===== src/rtl/sha256_round_ctrl.sv =====
// rtl/sha256_round_ctrl.sv - SHA-256 block compression controller built around one shared five-operand adder
// Every addition of a round and of the final chaining-value update goes through the single add5 instance.
module add5 (
  input  logic [31:0] op0,
  input  logic [31:0] op1,
  input  logic [31:0] op2,
  input  logic [31:0] op3,
  input  logic [31:0] op4,
  output logic [31:0] sum
);
  assign sum = op0 + op1 + op2 + op3 + op4;
endmodule

module sha256_round_ctrl (
  input  logic         clk,
  input  logic         rst_n,
  input  logic         start,
  input  logic [255:0] h_in,
  input  logic [31:0]  w_in,
  input  logic         w_valid,
  output logic         w_ready,
  output logic         busy,
  output logic         done,
  output logic [255:0] h_out
);
  localparam logic [31:0] K [64] = '{
    32'h428a2f98, 32'h71374491, 32'hb5c0fbcf, 32'he9b5dba5, 32'h3956c25b, 32'h59f111f1, 32'h923f82a4, 32'hab1c5ed5,
    32'hd807aa98, 32'h12835b01, 32'h243185be, 32'h550c7dc3, 32'h72be5d74, 32'h80deb1fe, 32'h9bdc06a7, 32'hc19bf174,
    32'he49b69c1, 32'hefbe4786, 32'h0fc19dc6, 32'h240ca1cc, 32'h2de92c6f, 32'h4a7484aa, 32'h5cb0a9dc, 32'h76f988da,
    32'h983e5152, 32'ha831c66d, 32'hb00327c8, 32'hbf597fc7, 32'hc6e00bf3, 32'hd5a79147, 32'h06ca6351, 32'h14292967,
    32'h27b70a85, 32'h2e1b2138, 32'h4d2c6dfc, 32'h53380d13, 32'h650a7354, 32'h766a0abb, 32'h81c2c92e, 32'h92722c85,
    32'ha2bfe8a1, 32'ha81a664b, 32'hc24b8b70, 32'hc76c51a3, 32'hd192e819, 32'hd6990624, 32'hf40e3585, 32'h106aa070,
    32'h19a4c116, 32'h1e376c08, 32'h2748774c, 32'h34b0bcb5, 32'h391c0cb3, 32'h4ed8aa4a, 32'h5b9cca4f, 32'h682e6ff3,
    32'h748f82ee, 32'h78a5636f, 32'h84c87814, 32'h8cc70208, 32'h90befffa, 32'ha4506ceb, 32'hbef9a3f7, 32'hc67178f2
  };

  typedef enum logic [2:0] {S_IDLE, S_RT1, S_RA, S_RE, S_FIN, S_DONE} state_t;
  state_t state, state_nx;

  logic [31:0]      a, b, c, d, e, f, g, h;
  logic [31:0]      t1, a_new;
  logic [0:7][31:0] hv;
  logic [5:0]       t;
  logic [2:0]       i;
  logic [31:0]      op0, op1, op2, op3, op4, sum, var_i;
  logic [31:0]      big_s0, big_s1, ch, maj;

  assign big_s0 = {a[1:0], a[31:2]} ^ {a[12:0], a[31:13]} ^ {a[21:0], a[31:22]};
  assign big_s1 = {e[5:0], e[31:6]} ^ {e[10:0], e[31:11]} ^ {e[24:0], e[31:25]};
  assign ch     = (e & f) ^ (~e & g);
  assign maj    = (a & b) ^ (a & c) ^ (b & c);

  assign busy = (state == S_RT1) || (state == S_RA) || (state == S_RE) || (state == S_FIN);
  assign done = (state == S_DONE);

  add5 u_add5 (.op0(op0), .op1(op1), .op2(op2), .op3(op3), .op4(op4), .sum(sum));

  always_comb begin
    var_i = a;
    case (i)
      3'd0: var_i = a;
      3'd1: var_i = b;
      3'd2: var_i = c;
      3'd3: var_i = d;
      3'd4: var_i = e;
      3'd5: var_i = f;
      3'd6: var_i = g;
      3'd7: var_i = h;
      default: var_i = a;
    endcase
  end

  always_comb begin
    state_nx = state;
    w_ready  = 1'b0;
    op0 = '0;
    op1 = '0;
    op2 = '0;
    op3 = '0;
    op4 = '0;
    case (state)
      S_IDLE: if (start) state_nx = S_RT1;
      S_RT1: begin
        w_ready = 1'b1;
        op0 = h;
        op1 = big_s1;
        op2 = ch;
        op3 = K[t];
        op4 = w_in;
        if (w_valid) state_nx = S_RA;
      end
      S_RA: begin
        op0 = t1;
        op1 = big_s0;
        op2 = maj;
        state_nx = S_RE;
      end
      S_RE: begin
        op0 = d;
        op1 = t1;
        state_nx = (t == 6'd63) ? S_FIN : S_RT1;
      end
      S_FIN: begin
        op0 = hv[i];
        op1 = var_i;
        if (i == 3'd7) state_nx = S_DONE;
      end
      S_DONE: state_nx = start ? S_RT1 : S_IDLE;
      default: state_nx = S_IDLE;
    endcase
  end

  always_ff @(posedge clk or negedge rst_n) begin
    if (!rst_n) begin
      state <= S_IDLE;
      {a, b, c, d, e, f, g, h} <= '0;
      t1    <= '0;
      a_new <= '0;
      hv    <= '0;
      t     <= '0;
      i     <= '0;
      h_out <= '0;
    end else begin
      state <= state_nx;
      case (state)
        S_IDLE, S_DONE: begin
          if (start) begin
            {a, b, c, d, e, f, g, h} <= h_in;
            hv <= h_in;
            t  <= '0;
          end
        end
        S_RT1: if (w_valid) t1 <= sum;
        S_RA:  a_new <= sum;
        S_RE: begin
          h <= g;
          g <= f;
          f <= e;
          e <= sum;
          d <= c;
          c <= b;
          b <= a;
          a <= a_new;
          t <= t + 6'd1;
          if (t == 6'd63) i <= 3'd0;
        end
        S_FIN: begin
          hv[i] <= sum;
          i     <= i + 3'd1;
          // Last word bypasses the register so h_out is complete on DONE entry
          if (i == 3'd7) h_out <= {hv[0:6], sum};
        end
        default: ;
      endcase
    end
  end
endmodule


===== config.mk =====
export PLATFORM = sky130hd
export DESIGN_NAME = sha256_round_ctrl
export DESIGN_NICKNAME = d
export VERILOG_FILES = /design/src/rtl/sha256_round_ctrl.sv
export SDC_FILE = /design/constraint.sdc
export NUM_CORES = 2
export LEC_CHECK = 0
export CAP_MARGIN = 5
export CORE_MARGIN = 10
export CORE_UTILIZATION = 35
export CTS_CLUSTER_SIZE = 40
export DETAILED_ROUTE_END_ITERATION = 16
export PLACE_DENSITY = 0.63
export SYNTH_ARGS = -nofsm -noshare
export SYNTH_HDL_FRONTEND = slang
export SYNTH_SLANG_ARGS = --single-unit

===== constraint.sdc =====
create_clock -name clk -period 11.15 [get_ports clk]
set_input_delay 2.7875 -clock clk [delete_from_list [all_inputs] [get_ports clk]]
set_output_delay 2.7875 -clock clk [all_outputs]
set_load 0.02 [all_outputs]

==> Yosys cells after proc, flatten, opt, wreduce, memory -nomap -nowiden <==
Memory sizes are Yosys's and may differ from the RTL's.
Cells that the tools add are included.
{ "word_totals": {"register_bits": 844, "word_cells": 124, "n_memories": 1, "output_inout_bits": 259, "in_bits": 292, "romBits": 2048} }
{ "op_classes": {"reduce_logical": 16, "bitwise_logic": 15, "order_cmp": 3, "add_sub_neg": 6, "eq_ne": 18, "muxes": 43} }
{ "mem_list": {"columns": ["name", "depth", "word_bits", "read_ports", "rd_clocked_by_memory_dff", "wr", "line_no", "rtl"], "rows": [
  ["(no name shown)", 64, 32, 1, 0, 0, "88", "op3 = K[t];"]
]} }
{ "ops": {"columns": ["operator", "count"], "rows": [
  ["$pmux W32 S2", 9],
  ["$pmux W256 S2", 1],
  ["$mux W32", 15],
  ["$bwmux W256", 1],
  ["$mux W256", 1],
  ["$pmux W32 S4", 2],
  ["$pmux W32 S8", 1],
  ["$xor A32 B32 Y32", 7],
  ["$and A32 B32 Y32", 5],
  ["$add A32 B32 Y32", 4],
  ["$bmux W32 S3", 1],
  ["$demux W32 S3", 1],
  ["$not A32 Y32", 1],
  ["$eq A3 B3 Y1 const B", 6],
  ["$pmux W3 S6", 1],
  ["$mux W3", 5],
  ["$eq A3 B2 Y1 const B", 4],
  ["$pmux W6 S2", 1],
  ["$reduce_and A2 Y1", 5],
  ["$ge A7 B7 Y1 const B", 1],
  ["$not A6 Y7", 1],
  ["$add A6 B1 Y6 const B", 1],
  ["$eq A3 B1 Y1 const B", 2],
  ["$eq A6 B6 Y1 const B", 1],
  ["15 further kinds", 24]
]} }

==> Logic depth before layout (Yosys ltp) <==
{ "logic_depth": {"ltp_word": 11, "mapped_depth": 27, "depth_no_buf": 23} }

==> Hierarchy <==
From an unflattened synthesis, not the netlist that was laid out.
{ "hier_totals": {"hier_cells": 5280, "area_unflattened_um2": 48781.8} }
{ "by_module_without_submodules": {"columns": ["mod", "seq_area_each_um2", "cells_per_inst", "area_each_um2", "n_inst"], "rows": [
  ["sha256_round_ctrl", 21120.3, 4676, 44172.4, 1],
  ["add5", 0.0, 604, 4609.4, 1]
]} }

==> Worst setup path before layout <==
OpenSTA, ideal clock, no wires.
{ "synth_timing": {"path_kind": "register to register", "startpoint": "register i[2]", "endpoint": "register t1[21]", "setup_time_ps": 135, "arrival_ps": 6092, "t_required_ps": 11015, "path_slack_ps": 4922, "n_path_buf": 5, "stages_incl_launch_ff": 27, "period_less_slack_ps": 6228, "path_cell_list": "dfrtp_1 clkbuf_1 clkbuf_1 buf_1 clkbuf_1 mux2_2 nand2_1 nand4_1 o21ai_0 o21ai_0 fa_1 inv_1 fa_1 fa_1 inv_1 ha_1 fa_1 a21o_1 a221o_1 nand2_1 o31a_1 o21bai_1 a21o_1 a21oi_1 xor2_1 clkbuf_1 o21ai_0"} }
{ "synth_between": {"elab_chain_cells": 9, "elab_cells_between_ends": 19, "cone_classes": "4 x add/sub; 7 x eq/ne; 6 x mux; 1 x bitwise; 1 x reduce/logical"} }
{ "synth_rtl": {"columns": ["item", "line_no", "rtl"], "rows": [
  ["from (decl)", "44", "logic [2:0] i;"],
  ["from (signal assigned)", "149", "i <= i + 3'd1;"],
  ["$not A3 Y4 (not written as such)", "104", "op0 = hv[i];"],
  ["$bmux W32 S3", "104", null],
  ["$mux W32 (not written as such) (2 in series)", "104", null],
  ["$pmux W32 S4", "81", "case (state)"],
  ["$add A32 B32 Y32 (*) (4 in series)", "11", "assign sum = op0 + op1 + op2 + op3 + op4;"],
  ["to (signal assigned)", "133", "S_RT1: if (w_valid) t1 <= sum;"],
  ["to (decl)", "41", "logic [31:0] t1, a_new;"]
]} }
Mark *: on every way between the ends. The rest lies on a longest branch, timed or not. The select of a mux whose other input is x is not followed.
A chain may end at the register's enable or synchronous reset.

==> Final worst setup path <==
{ "layout_timing": {"startpoint": "register i[2]", "endpoint": "register hv[123] (netlist name)"} }
{ "layout_between": {"elab_chain_cells": 11, "elab_cells_between_ends": 26, "cone_classes": "4 x add/sub; 2 x order compare; 7 x eq/ne; 10 x mux; 1 x bitwise; 2 x reduce/logical"} }
{ "layout_rtl": {"columns": ["item", "line_no", "rtl"], "rows": [
  ["$not A3 Y4 (not written as such)", "104, 148", null],
  ["$bmux W32 S3", "104", null],
  ["$mux W32 (not written as such) (2 in series)", "104", null],
  ["$pmux W32 S4", "81", null],
  ["$add A32 B32 Y32 (4 in series)", "11", null],
  ["$bwmux W256 (*)", "148", "hv[i] <= sum;"],
  ["$pmux W256 S2 (*)", "125", "case (state)"],
  ["to (signal assigned)", "129", "hv <= h_in;"],
  ["to (signal, indexed assignment)", "148", null],
  ["to (decl)", "42", "logic [0:7][31:0] hv;"]
]} }
Marks and branches as above.

==> impl_metrics.yaml <==
cells_and_area:
  regArea_um2: 21100
  final_area_um2: 56500
  final_net_count: 5669
  mostFrequentLayoutCell: "dfrtp_1"
  most-common-layout-cells: "dfrtp_1 (838), nor2_1 (627), clkdlybuf4s50_1 (549)"
  layout.filler_cells: 12800
  synthToLayoutAreaGrowth_pct: 21.3
  non_filler_cells_in_the_finished_layout: 7060
  multiInputGateArea_um2: 23300
  drive_above_1_share_pct: 11.7
clocking:
  cts.htree.levels: 3
  clk_pin_slew_ps: 60
  numClockSinks: 844
  clk_path_buf_depth: 3
  cts.root.buffer_cell: "clkbuf_16"
  worstSkewPairLatency_ps: 690
  tritoncts: "done"
  cts_buffers: 89
  cts_hold_buf: 0
  post_cts_buffers: 0
  cts.repair.resized: 0
logic_synthesis:
  synthesis.area_per_instance_um2: 9.40
  synth-warning-count: 0
  ys_types: 76
  synthesized_instance_count: 4952
  synth_flop_cell: "dfrtp_1"
  synth_nets: 5394
  synth.yosys.seq_area_share_pct: 45.4
  synthArstFlopShare_pct: 100
  synth_enable_flop_cells: 0
  post_synth_instance_area_um2: 46600
  yosys_register_bits: 844
critical_path:
  timing.critical_path.required_ps: 11720
  rrSetupSlack_ps: 2390
  startpoint_class_of_the_critical_path: "register"
  critPathMaxFanout: 59
  critPathKind: "reg2reg"
  ff2ff_path_depth: 22
  reg2reg_to: "hv[123]$_DFFE_PN0P_"
  critical_path.reg2reg.startpoint: "i[2]$_DFFE_PN0P_"
  end_kind: "register"
  cp.arrival_ps: 9320
placed_design:
  placement.setup.worst_slack_ps: 2810
  place_area_um2: 53500
  dpl.hpwl_um: 169000
  numPlacedInstances: 6890
  io_buffer_count: 550
  gpl.final_weighted_congestion: 0.971
min_path:
  worstHoldEndpoint: "a_new[10]$_DFFE_PN0P_"
  timing.hold.worst_path_depth: 2
  hold_path_startpoint: "a_new[10]$_DFFE_PN0P_"
  hp-class: "reg2reg"
floorplanning:
  fp-row-count: 133
  initial_core_util_pct: 35.3
  boundaryPins: 551
  die_x_um: 385
  die_h_um: 385
  floorplan.die_area_um2: 148000
  core_region_area_um2: 132000
timing:
  rsz0062_at_grt: "no"
  clock_skew_ps: 31.7
  finalMaxSlewViolations: 0
  finalSetupViolCount: 0
  timing.final.ws_setup_ps: 2390
  layout_worst_path_cycle_share_pct: 78.5
  layout_min_cycle_time_ps: 8760
  slew_headroom_pct: 9.07
  achievable-frequency_mhz: 114
  final-hold-violation-count: 0
  worst_slew_pin_slew_ps: 1350
  finalSetupTns_ps: 0
global_routing:
  grt_pass1_wl_um: 330000
  grt_remaining_overflow: 0
  grt_antenna_before_repair: 33
  global_route.usage.total_pct: 30.5
  largest_net_degree_at_the_start_of_global_routing: 184
  first_global_vias: 43100
drt:
  viasPerCell: 6.34
  detail_route.wirelength_um: 235000
  drt_first_pass_iters: 7
  number_of_routed_nets_with_antenna_violations: 0
  detailroute.via_count: 44700
  drt-initial-drc-count: 6987
  dr_drc_count: 0
  wire_per_inst_um: 33.2
run_status:
  status: "complete, no violations"
job:
  max-cap-violations: 0
[cells by family after synthesis]
| family | synth area share, % |
|---|---|
| compound gates | 20.8 |
| simple gates | 11.5 |
| flops | 45.4 |
| buf+inv | 5.01 |
| mux | 8.75 |
| xor+xnor | 3.05 |
| fa+ha+maj | 5.52 |
[routing by layer]
| metal | GRT usage (%) | vias to the layer above | wire length, µm |
|---|---|---|---|
| met5 | 0 | - | 201 |
| met4 | 16.3 | 30 | 14700 |
| met3 | 9.81 | 682 | 29900 |
| met2 | 43.9 | 3376 | 98300 |
| met1 | 40.4 | 22300 | 91500 |
| li1 | - | 18300 | - |
[metrics by stage]
step | hold WS, ps | utilization (%)
3_3_place_gp | 461 | 40.6
3_5_place_dp | 465 | 40.6
2_1_floorplan | 446 | -
4_1_cts | 481 | 42.8
6_report | 480 | 42.8
5_1_grt | 502 | 42.8
[critical path, stage by stage, from the launching register on]
cell       delay [ps]
dfrtp_4           610
buf_4             830
nor3b_4           940
buf_4             610
a22oi_1           170
nand4_1           250
a22oi_1           120
o22ai_1           200
fa_1              510
fa_1              510
inv_1              50
fa_1              480
inv_1              40
ha_1              210
a21o_1            190
a21o_1            180
a2111oi_0         570
o41ai_1           160
a21oi_1           330
nand2_1           120
xnor2_1          1050
o21ai_0           260
o21a_1            160
[state kept, by name, indices dropped and copies added (netlist names)]
name   flops
h_out    256
hv       256
a         32
a_new     32
b         32
c         32
d         32
e         32
f         32
g         32
h         32
t1        32
t          6
i          3
state      3
[worst max path at each step]
stage,startpoint,endpoint,slack [ps],cells past startpoint
finish,i[2]$_DFFE_PN0P_,hv[123]$_DFFE_PN0P_,2390,22
CTS,state[1]$_DFFE_PN0P_,hv[21]$_DFFE_PN0P_,2790,22
detailed placement,state[1]$_DFFE_PN0P_,hv[21]$_DFFE_PN0P_,2810,22
global route,i[2]$_DFFE_PN0P_,hv[123]$_DFFE_PN0P_,2270,22
floorplan,i[2]$_DFFE_PN0P_,t1[21]$_DFFE_PN0P_,4920,26
global placement,state[1]$_DFFE_PN0P_,hv[123]$_DFFE_PN0P_,2910,22
[synthesized netlist by cell type (all sizes together) (9+ instances only)]
cell / count / area share (%)
nor3: 59 / 0.63
xor2: 76 / 1.4
a31oi: 22 / 0.30
mux2i: 65 / 1.4
o31ai: 9 / 0.15
and2: 16 / 0.22
o22ai: 410 / 5.5
a22oi: 221 / 3.6
o32ai: 29 / 0.59
nand2: 415 / 3.3
clkbuf: 399 / 3.2
xnor2: 86 / 1.6
o221ai: 10 / 0.19
a222oi: 32 / 0.69
fa: 92 / 4.0
nand4: 63 / 0.85
a21o: 13 / 0.21
nand3: 33 / 0.35
mux2: 296 / 7.2
buf: 75 / 0.72
o311ai: 10 / 0.19
inv: 131 / 1.1
o211ai: 32 / 0.52
a21oi: 384 / 4.2
ha: 58 / 1.6
and3: 31 / 0.42
a311oi: 16 / 0.30
nor2: 635 / 5.1
o21ai: 254 / 2.7
dfrtp: 844 / 45
nand2b: 15 / 0.22
a211oi: 30 / 0.48
[area by class of cell]
class,count,share of cell area [%]
well taps,1755,3.89
flip-flops and latches,844,37.4
repair buffers,658,11.4
clock inverters,33,0.643
diodes,14,0.0620
inverters,133,0.884
clock buffers,122,4.47
multi-input cells,3501,41.3
Power is left out: the tool's default activity adds up to more than one toggle a clock period on the data nets, which glitch-free logic cannot reach.
